===== config.mk =====
export PLATFORM = sky130hd
export DESIGN_NAME = rggen_host_arbiter
export DESIGN_NICKNAME = d
export VERILOG_FILES = /design/src/rtl/rggen_rtl_pkg.sv /design/src/rtl/rggen_mux.sv /design/src/rtl/rggen_round_robin_picker.sv /design/src/rtl/rggen_host_arbiter.sv
export SDC_FILE = /design/constraint.sdc
export NUM_CORES = 1
export LEC_CHECK = 0
export CAP_MARGIN = 20
export CORE_AREA = 2 2 117 119
export DETAILED_ROUTE_END_ITERATION = 8
export DIE_AREA = 0 0 119 121
export GPL_TIMING_DRIVEN = 0
export SLEW_MARGIN = 20
export SYNTH_ARGS = -nofsm -noshare
export SYNTH_HDL_FRONTEND = slang
export SYNTH_SLANG_ARGS = --single-unit

===== constraint.sdc =====
create_clock -name i_clk -period 1.1 [get_ports i_clk]
set_input_delay 0.22 -clock i_clk [delete_from_list [all_inputs] [get_ports i_clk]]
set_output_delay 0.22 -clock i_clk [all_outputs]
set_load 0.005 [all_outputs]

===== src/rtl/rggen_rtl_pkg.sv =====
// Shared register-block types plus the host arbiter's state type and
// rotate-and-pick helper.
package rggen_rtl_pkg;

    typedef enum logic [1:0] {
        RGGEN_POSTED_WRITE = 2'b01,
        RGGEN_READ         = 2'b10,
        RGGEN_WRITE        = 2'b11
    } rggen_access;

    localparam int unsigned RGGEN_ACCESS_DATA_BIT = 0;

    typedef enum logic [1:0] {
        RGGEN_OKAY         = 2'b00,
        RGGEN_EXOKAY       = 2'b01,
        RGGEN_SLAVE_ERROR  = 2'b10,
        RGGEN_DECODE_ERROR = 2'b11
    } rggen_status;

    typedef enum logic {
        IDLE,
        BUSY
    } rggen_host_arbiter_state;

    // Widest request vector the picker helper handles.
    localparam int unsigned RGGEN_RR_MAX_ENTRIES = 32;

    // One-hot of the first set request at or above pointer, wrapping at entries.
    // pointer must be below entries.
    function automatic logic [RGGEN_RR_MAX_ENTRIES-1:0] rggen_rr_pick(
        input logic [RGGEN_RR_MAX_ENTRIES-1:0] request,
        input int unsigned                     entries,
        input int unsigned                     pointer
    );
        logic [RGGEN_RR_MAX_ENTRIES-1:0] grant;
        logic                            found;
        int unsigned                     position;
        logic [4:0]                      slot;
        grant = '0;
        found = 1'b0;
        for (int unsigned i = 0; i < RGGEN_RR_MAX_ENTRIES; i++) begin
            position = pointer + i;
            if (position >= entries) begin
                position = position - entries;
            end
            slot = position[4:0];
            if ((i < entries) && !found && request[slot]) begin
                grant[slot] = 1'b1;
                found       = 1'b1;
            end
        end
        return grant;
    endfunction

endpackage


===== src/rtl/rggen_mux.sv =====
// One-hot AND-OR multiplexer; an all-zero select yields zero.
module rggen_mux #(
    parameter int WIDTH   = 2,
    parameter int ENTRIES = 2
)(
    input  logic [ENTRIES-1:0]            i_select,
    input  logic [ENTRIES-1:0][WIDTH-1:0] i_data,
    output logic [WIDTH-1:0]              o_data
);

    // OR together every entry whose select bit is set.
    always_comb begin
        o_data = '0;
        for (int i = 0; i < ENTRIES; i++) begin
            o_data = o_data | (i_data[i] & {WIDTH{i_select[i]}});
        end
    end

endmodule


===== src/rtl/rggen_round_robin_picker.sv =====
// Combinational round-robin picker: first request at or above the pointer wins.
module rggen_round_robin_picker
    import rggen_rtl_pkg::*;
#(
    parameter int ENTRIES     = 2,
    parameter int INDEX_WIDTH = (ENTRIES > 1) ? $clog2(ENTRIES) : 1
)(
    input  logic [ENTRIES-1:0]     i_request,
    input  logic [INDEX_WIDTH-1:0] i_pointer,
    output logic [ENTRIES-1:0]     o_grant,
    output logic [INDEX_WIDTH-1:0] o_index
);

    logic [RGGEN_RR_MAX_ENTRIES-1:0] request_ext;
    logic [RGGEN_RR_MAX_ENTRIES-1:0] grant_ext;
    logic                            unused_grant_ext;

    // Widen to the helper's fixed width, pick, then encode the one-hot result.
    always_comb begin
        request_ext                = '0;
        request_ext[ENTRIES-1:0]   = i_request;
        grant_ext                  = rggen_rr_pick(request_ext, ENTRIES, 32'(i_pointer));
        o_grant                    = grant_ext[ENTRIES-1:0];
        o_index                    = '0;
        for (int i = 0; i < ENTRIES; i++) begin
            if (o_grant[i]) begin
                o_index = INDEX_WIDTH'(i);
            end
        end
    end

    // Bits above ENTRIES are always zero.
    assign unused_grant_ext = ^grant_ext;

endmodule


===== src/rtl/rggen_host_arbiter.sv =====
// Round-robin arbiter sharing one register-block host bus among HOSTS requesters.
// A granted host owns the bus from valid until ready; steering is combinational
// from the registered one-hot grant, which is zero whenever the FSM is idle.
module rggen_host_arbiter
    import rggen_rtl_pkg::*;
#(
    parameter int HOSTS         = 2,
    parameter int ADDRESS_WIDTH = 8,
    parameter int BUS_WIDTH     = 32
)(
    input  logic                                i_clk,
    input  logic                                i_rst_n,
    input  logic [HOSTS-1:0]                    i_host_valid,
    input  rggen_access [HOSTS-1:0]             i_host_access,
    input  logic [HOSTS-1:0][ADDRESS_WIDTH-1:0] i_host_address,
    input  logic [HOSTS-1:0][BUS_WIDTH-1:0]     i_host_write_data,
    input  logic [HOSTS-1:0][BUS_WIDTH-1:0]     i_host_strobe,
    output logic [HOSTS-1:0]                    o_host_ready,
    output rggen_status                         o_host_status,
    output logic [BUS_WIDTH-1:0]                o_host_read_data,
    output logic                                o_valid,
    output rggen_access                         o_access,
    output logic [ADDRESS_WIDTH-1:0]            o_address,
    output logic [BUS_WIDTH-1:0]                o_write_data,
    output logic [BUS_WIDTH-1:0]                o_strobe,
    input  logic                                i_ready,
    input  rggen_status                         i_status,
    input  logic [BUS_WIDTH-1:0]                i_read_data,
    output logic [HOSTS-1:0]                    o_grant
);

    localparam int INDEX_WIDTH  = (HOSTS > 1) ? $clog2(HOSTS) : 1;
    localparam int ACCESS_WIDTH = $bits(rggen_access);
    localparam logic [INDEX_WIDTH-1:0] LAST_INDEX = INDEX_WIDTH'(HOSTS - 1);

    rggen_host_arbiter_state state_q;
    logic [INDEX_WIDTH-1:0]  grant_q;
    logic [HOSTS-1:0]        grant_onehot_q;
    logic [INDEX_WIDTH-1:0]  ptr_q;

    logic [HOSTS-1:0]        pick_grant;
    logic [INDEX_WIDTH-1:0]  pick_index;
    logic [INDEX_WIDTH-1:0]  next_ptr;
    logic                    owner_valid;
    logic                    busy;

    logic [HOSTS-1:0][ACCESS_WIDTH-1:0] host_access;
    logic [ACCESS_WIDTH-1:0]            access;

    rggen_round_robin_picker #(
        .ENTRIES     (HOSTS),
        .INDEX_WIDTH (INDEX_WIDTH)
    ) u_picker (
        .i_request (i_host_valid),
        .i_pointer (ptr_q),
        .o_grant   (pick_grant),
        .o_index   (pick_index)
    );

    assign busy        = (state_q == BUSY);
    assign owner_valid = |(grant_onehot_q & i_host_valid);
    assign next_ptr    = (grant_q == LAST_INDEX) ? '0 : grant_q + INDEX_WIDTH'(1);

    // Arbitration FSM: lock a host in IDLE, release on completion or abandon.
    always_ff @(posedge i_clk or negedge i_rst_n) begin
        if (!i_rst_n) begin
            state_q        <= IDLE;
            grant_q        <= '0;
            grant_onehot_q <= '0;
            ptr_q          <= '0;
        end else begin
            unique case (state_q)
                IDLE: begin
                    if (|i_host_valid) begin
                        state_q        <= BUSY;
                        grant_q        <= pick_index;
                        grant_onehot_q <= pick_grant;
                    end
                end
                BUSY: begin
                    if (!owner_valid) begin
                        // Host withdrew mid-transaction: keep its priority slot.
                        state_q        <= IDLE;
                        grant_onehot_q <= '0;
                    end else if (i_ready) begin
                        state_q        <= IDLE;
                        grant_onehot_q <= '0;
                        ptr_q          <= next_ptr;
                    end
                end
            endcase
        end
    end

    assign host_access = i_host_access;

    rggen_mux #(
        .WIDTH   (ACCESS_WIDTH),
        .ENTRIES (HOSTS)
    ) u_access_mux (
        .i_select (grant_onehot_q),
        .i_data   (host_access),
        .o_data   (access)
    );

    rggen_mux #(
        .WIDTH   (ADDRESS_WIDTH),
        .ENTRIES (HOSTS)
    ) u_address_mux (
        .i_select (grant_onehot_q),
        .i_data   (i_host_address),
        .o_data   (o_address)
    );

    rggen_mux #(
        .WIDTH   (BUS_WIDTH),
        .ENTRIES (HOSTS)
    ) u_write_data_mux (
        .i_select (grant_onehot_q),
        .i_data   (i_host_write_data),
        .o_data   (o_write_data)
    );

    rggen_mux #(
        .WIDTH   (BUS_WIDTH),
        .ENTRIES (HOSTS)
    ) u_strobe_mux (
        .i_select (grant_onehot_q),
        .i_data   (i_host_strobe),
        .o_data   (o_strobe)
    );

    // Request qualifier and response routing back to the owner only.
    always_comb begin
        o_grant          = grant_onehot_q;
        o_valid          = owner_valid;
        o_access         = rggen_access'(access);
        o_host_ready     = grant_onehot_q & i_host_valid & {HOSTS{i_ready}};
        o_host_status    = busy ? i_status : RGGEN_OKAY;
        o_host_read_data = busy ? i_read_data : '0;
    end

endmodule


==> Yosys cells after proc, flatten, opt, wreduce, memory -nomap -nowiden <==
Cells that the tools add are included.
{ "op_classes": {"n_addsub": 4, "n_mul": 0, "div": 0, "order_cmp": 6, "eq_ne": 2, "shifts": 0, "muxes": 25, "bitwise_logic": 16, "reduce_logical": 9} }
{ "op_table": {"columns": ["operator", "n"], "rows": [
  ["$and A32 B32 Y32", 4],
  ["$or A32 B32 Y32", 2],
  ["$ge A32 B2 Y1 const B", 1],
  ["$mux W32", 1],
  ["$and A8 B8 Y8", 2],
  ["$lt A5 B6 Y1 const B", 2],
  ["$mux W2", 6],
  ["$bmux W1 S5", 2],
  ["$demux W1 S5", 2],
  ["$ge A5 B1 Y1 const B", 2],
  ["$mux W1", 10],
  ["$mux W5", 2],
  ["$and A2 B2 Y2", 4],
  ["$or A8 B8 Y8", 1],
  ["$sub A5 B2 Y5 const B", 1],
  ["$or A2 B2 Y2", 2],
  ["$pmux W2 S2", 1],
  ["$reduce_and A2 Y1", 2],
  ["$reduce_or A2 Y1", 2],
  ["$logic_and A1 B1 Y1", 3],
  ["$ne A3 B3 Y1 const B", 1],
  ["$reduce_and A3 Y1", 1],
  ["$sub A1 B2 Y3 const B", 1],
  ["$add A1 B1 Y2 const B", 1],
  ["other kinds (6)", 6]
]} }
{ "totals": {"ff_bits": 5, "latchBits": 0, "ram_bits": 0, "romBits": 0, "mem_count": 0} }

==> Depth between registers and ports, before layout <==
{ "depth": {"depth_word": 11, "mapped_depth": 5, "ltp_nobuf": 4} }

==> By module <==
From an unflattened synthesis, not the netlist that was laid out.
{ "hier_totals": {"hier_cells": 152, "area_unflattened_um2": 1322.5} }
{ "modules_own_cells": {"columns": ["mod", "n_inst", "cells_per_inst", "area_per_inst_um2"], "rows": [
  ["rggen_mux (u_strobe_mux ...)", 2, 38, 350.3],
  ["rggen_host_arbiter", 1, 60, 485.5],
  ["rggen_mux (u_address_mux)", 1, 10, 92.6],
  ["rggen_round_robin_picker", 1, 4, 26.3],
  ["rggen_mux (u_access_mux)", 1, 2, 17.5]
]} }

==> Worst setup path before layout <==
OpenSTA, ideal clock, no wires.
{ "synth_timing": {"kind": "flip-flop to output port", "start": "reg grant_onehot_q[1] (netlist: o_grant[1])", "end": "out o_access[0]", "arrival_time_ns": 0.979, "required_time_ns": 0.880, "setup_slack_ns": -0.099, "path_stages_with_launch": 5, "cell_sequence": "dfrtp_1 -> buf_2 -> buf_6 -> buf_6 -> a22o_1"} }
{ "synth_via": {"elab_chain_cells": 2} }
{ "synth_lines": {"columns": ["item", "line_no", "text"], "rows": [
  ["from (decl)", "rggen_host_arbiter.sv:38", "logic [HOSTS-1:0] grant_onehot_q;"],
  ["from (signal assigned)", "rggen_host_arbiter.sv:77", "grant_onehot_q <= pick_grant;"],
  ["$and A2 B2 Y2", "rggen_mux.sv:15", "o_data = o_data | (i_data[i] & {WIDTH{i_select[i]}});"],
  ["$or A2 B2 Y2", "rggen_mux.sv:15", null],
  ["to (decl)", "rggen_host_arbiter.sv:22", "output rggen_access o_access,"]
]} }
No other way between the ends.

==> Worst setup path in the final report <==
{ "layout_timing": {"start": "reg grant_onehot_q[1] (netlist: o_grant[1])", "end": "out o_write_data[4]"} }
{ "layout_via": {"elab_chain_cells": 2} }
{ "layout_lines": {"columns": ["item", "line_no", "text"], "rows": [
  ["$and A32 B32 Y32", "rggen_mux.sv:15", null],
  ["$or A32 B32 Y32", "rggen_mux.sv:15", null],
  ["to (decl)", "rggen_host_arbiter.sv:24", "output logic [BUS_WIDTH-1:0] o_write_data,"]
]} }
No other way between the ends.

==> results.md <==
- Status: finished with violations
- Failing checks: setup timing
- Compound-gate portion of the synthesized area: 57.24%
- Post-synthesis mux area share: 0%
- Worst-path maximum fanout: 8
- Total clock sinks: 5
- Synth Area in Simple Gates: 18.56%
- Critical path class: reg2out
- Tightest Pin Transition: 0.4712 ns
- Clock network power share: 8.2%
- Initial DRT Pass Iterations: 4
- P_leak: 0.002326 µW
- Max H-tree Level: 1
- # rows: 42
- Dpl hpwl: 8126 µm
- 1st-iter DRT viols: 61
- Post-place instance area: 4512 µm²
- GP Congestion: 0.7692
- Final instance area: 5039 µm²
- MaxCap Viol Count: 0
- Logic pwr share: 87.2%
- Sequential-to-total area share from yosys stat: 9.718%
- Grt total ovfl: 0
- WL met2: 6012 µm
- CTS tree: yes
- Synth top area cells: a22o_1, and2_1, dfrtp_1
- Root buf cell: clkbuf_16
- Routed length per placed instance: 16.43 µm
- Minimum clock period: 1.647 ns
- CP Cell Sequence: buf_6 > buf_12 > buf_8 > buf_6 > a22o_1 > buf_2
- Largest net degree at the start of global routing: 11
- Initial antenna violation count: 0
- Initial Utilization: 9.839%
- Clock tree buffer depth: 2
- Final-stage net count: 679
- Die ar.: 14400 µm²
- Final hold viol count: 0
- CP Capture Type: primary output
- Vias: 2732
- Die width: 119 µm
- Final Cycle Share: 149.7%
- Cell Pwr Density: 1474 nW/µm²
- Drc violations: 0
- Cells after Synth: 154
- Routed length on met3: 910 µm
- Reg2Reg Launch Point: o_grant[0]
- Synth Warn #: 0
- Post-synth top area cell: a22o_1
- Yosys top cell area share: 50.34%
- Core Area: 13090 µm²
- Clk_skew: 0.004786 ns
- Drt total wl: 10960 µm
- Post-synth ARST share: 100.0%
- Seq pwr share: 4.6%
- CP max-delay cell: dfrtp_1
- Switching portion of total power: 34.75%
- Met1 Wirelength: 3908 µm
- Die Y: 121 µm
- Req. time, crit path: 0.88 ns
- RSZ-0062 raised after global routing: yes
- Finish-stage setup viols: 115
- Syn Area/Cell: 8.360 µm²
- CP arrival: 1.43 ns
- Layout cells sized above 1: 44.40%
- Port Buffers: 299
- Post-synthesis register bit count: 5
- FF-to-FF path depth: 7
- Synth cell types: 20
- Ys flop type: dfrtp_1
- Total CTS buffers: 3
- Post-synth EDFFs: 0
- Crit path from: o_grant[1]
- R2R Path End: o_grant[0]
- WHS: 0.2081 ns
- Area delta synth->final: 291.4%
- Max Slew Vio Count: 0
- Max VDD drop: 0.0009402 V
- Achievable frequency: 0.6071 GHz
- Synthesized cell area: 1287 µm²
- CP max stage delay: 0.38 ns
- Hold buffer count at CTS: 0
- R2R Setup Slk: -0.44 ns
- First-pass GRT wire length: 14880 µm
- Xor/xnor cell area share of the yosys netlist: 0%
- I/O Pins: 300
- Post-Synth Adder-Cell Area: 0%
- Cell Int Power: 4848 µW
- Setup_tns: -48.74 ns
- Antenna fix cells: 0
- Most used cell, CP: buf_6
- Relative slew margins: 68.54%
- Clock Latency Late Sink: 0.23 ns
- Worst hold-check path type: in2async
- Post-route ant nets: 0
- Reg clk slew, reported paths: 0.04 ns
- Number of global-route vias before repair: 2872
- Syn_nets: 341
- Startpoint Class: flip-flop
- Highest metal used: met4
- Net switching power: 2581 µW
- Vias/cell: 4.096
- Largest family of logic cells by synthesized area: compound AO/OA/AOI/OAI gates
- GRT Resource Usage Total: 13.05%
- Post-route setup slack: -0.5471 ns
-- registers in the layout (all words and copies together) (netlist names) --
register,count
o_grant,2
grant_q,1
busy,1
ptr_q,1
-- area by class of cell --
cell class | instances | area (µm²)
fill | 1290 | 8046
timing repair buffer | 333 | 3141
multi-input combinational | 124 | 1155
buffer | 22 | 306.5
tap | 176 | 220.2
sequential | 5 | 126.4
clock buffer | 4 | 78.83
inverter | 3 | 11.26
-- per-layer routing --
layer	track usage, %	vias to the layer above
li1	-	1282
met3	2.867	10
met4	2.902	0
met1	13.19	1274
met5	0	-
met2	26.83	166
-- through the flow --
stage / power, µW / worst slack (ns) / std cells / util (%)
floorplan: 2368 / -0.09448 / 154 / -
global placement: 5581 / -0.7270 / 629 / 34.48
global route: 7875 / -0.6029 / 667 / 38.51
CTS: 6910 / -0.5845 / 663 / 36.68
finish: 7429 / -0.5471 / 667 / 38.51
detailed placement: 5595 / -0.7196 / 629 / 34.48
-- how the worst max path moves through the flow --
stage                 endpoint  slack (ns)
2_1_floorplan      o_access[0]       -0.09
6_report       o_write_data[4]       -0.55
4_1_cts        o_write_data[3]       -0.58
5_1_grt        o_write_data[4]       -0.60
3_5_place_dp   o_host_ready[1]       -0.72
3_3_place_gp   o_host_ready[1]       -0.73
-- synth_stat cells, drive strengths merged (2+ instances only) --
cell type  number
nor2            2
a22o           74
and3            2
dfrtp           5
inv             3
clkbuf          3
buf            19
o22ai           3
and2           34
-- cells in the final DEF, fill, tap and decap left out, types with 2 or more instances in the layout --
| cell | n |
|---|---|
| inv_2 | 2 |
| buf_8 | 16 |
| buf_6 | 60 |
| buf_4 | 7 |
| buf_16 | 2 |
| buf_2 | 63 |
| clkdlybuf4s50_1 | 184 |
| clkbuf_2 | 12 |
| nor2_1 | 2 |
| clkbuf_16 | 6 |
| a22o_1 | 74 |
| and2_4 | 33 |
| dfrtp_1 | 4 |
| and3_4 | 2 |
| o22ai_4 | 3 |
| buf_12 | 5 |
-- timing repair --
action,in CTS,in global routing
gates cloned,9,3
endpoints found under the hold margin,0,0
pin swaps,13,16
setup buffers,22,6
endpoints found under the setup margin,117,118
gates resized for setup,525,73
-- power groups by stage --
stage	combinational [µW]	clock [µW]	sequential (µW)
final	6480	607	340
after global routing	6890	636	349
after CTS	5980	614	312
after detailed placement	5280	0	319
after global placement	5260	0	319
after floorplan	2060	0	306
-- critical path: cells and delay by family, from the launching register on --
family          cells  cell delay (ns)
compound gates      1             0.19
buf+inv             5             0.64
flops               1             0.38
-- cell families (layout without fill, tap and decap cells) --
family | count (synthesis) | after routing
flip-flops | 5 | 5
buffers and inverters | 25 | 362
AO/OA/AOI/OAI | 85 | 85
AND/OR/NAND/NOR | 39 | 39
No activity file was read; power rests on OpenSTA's default activity.
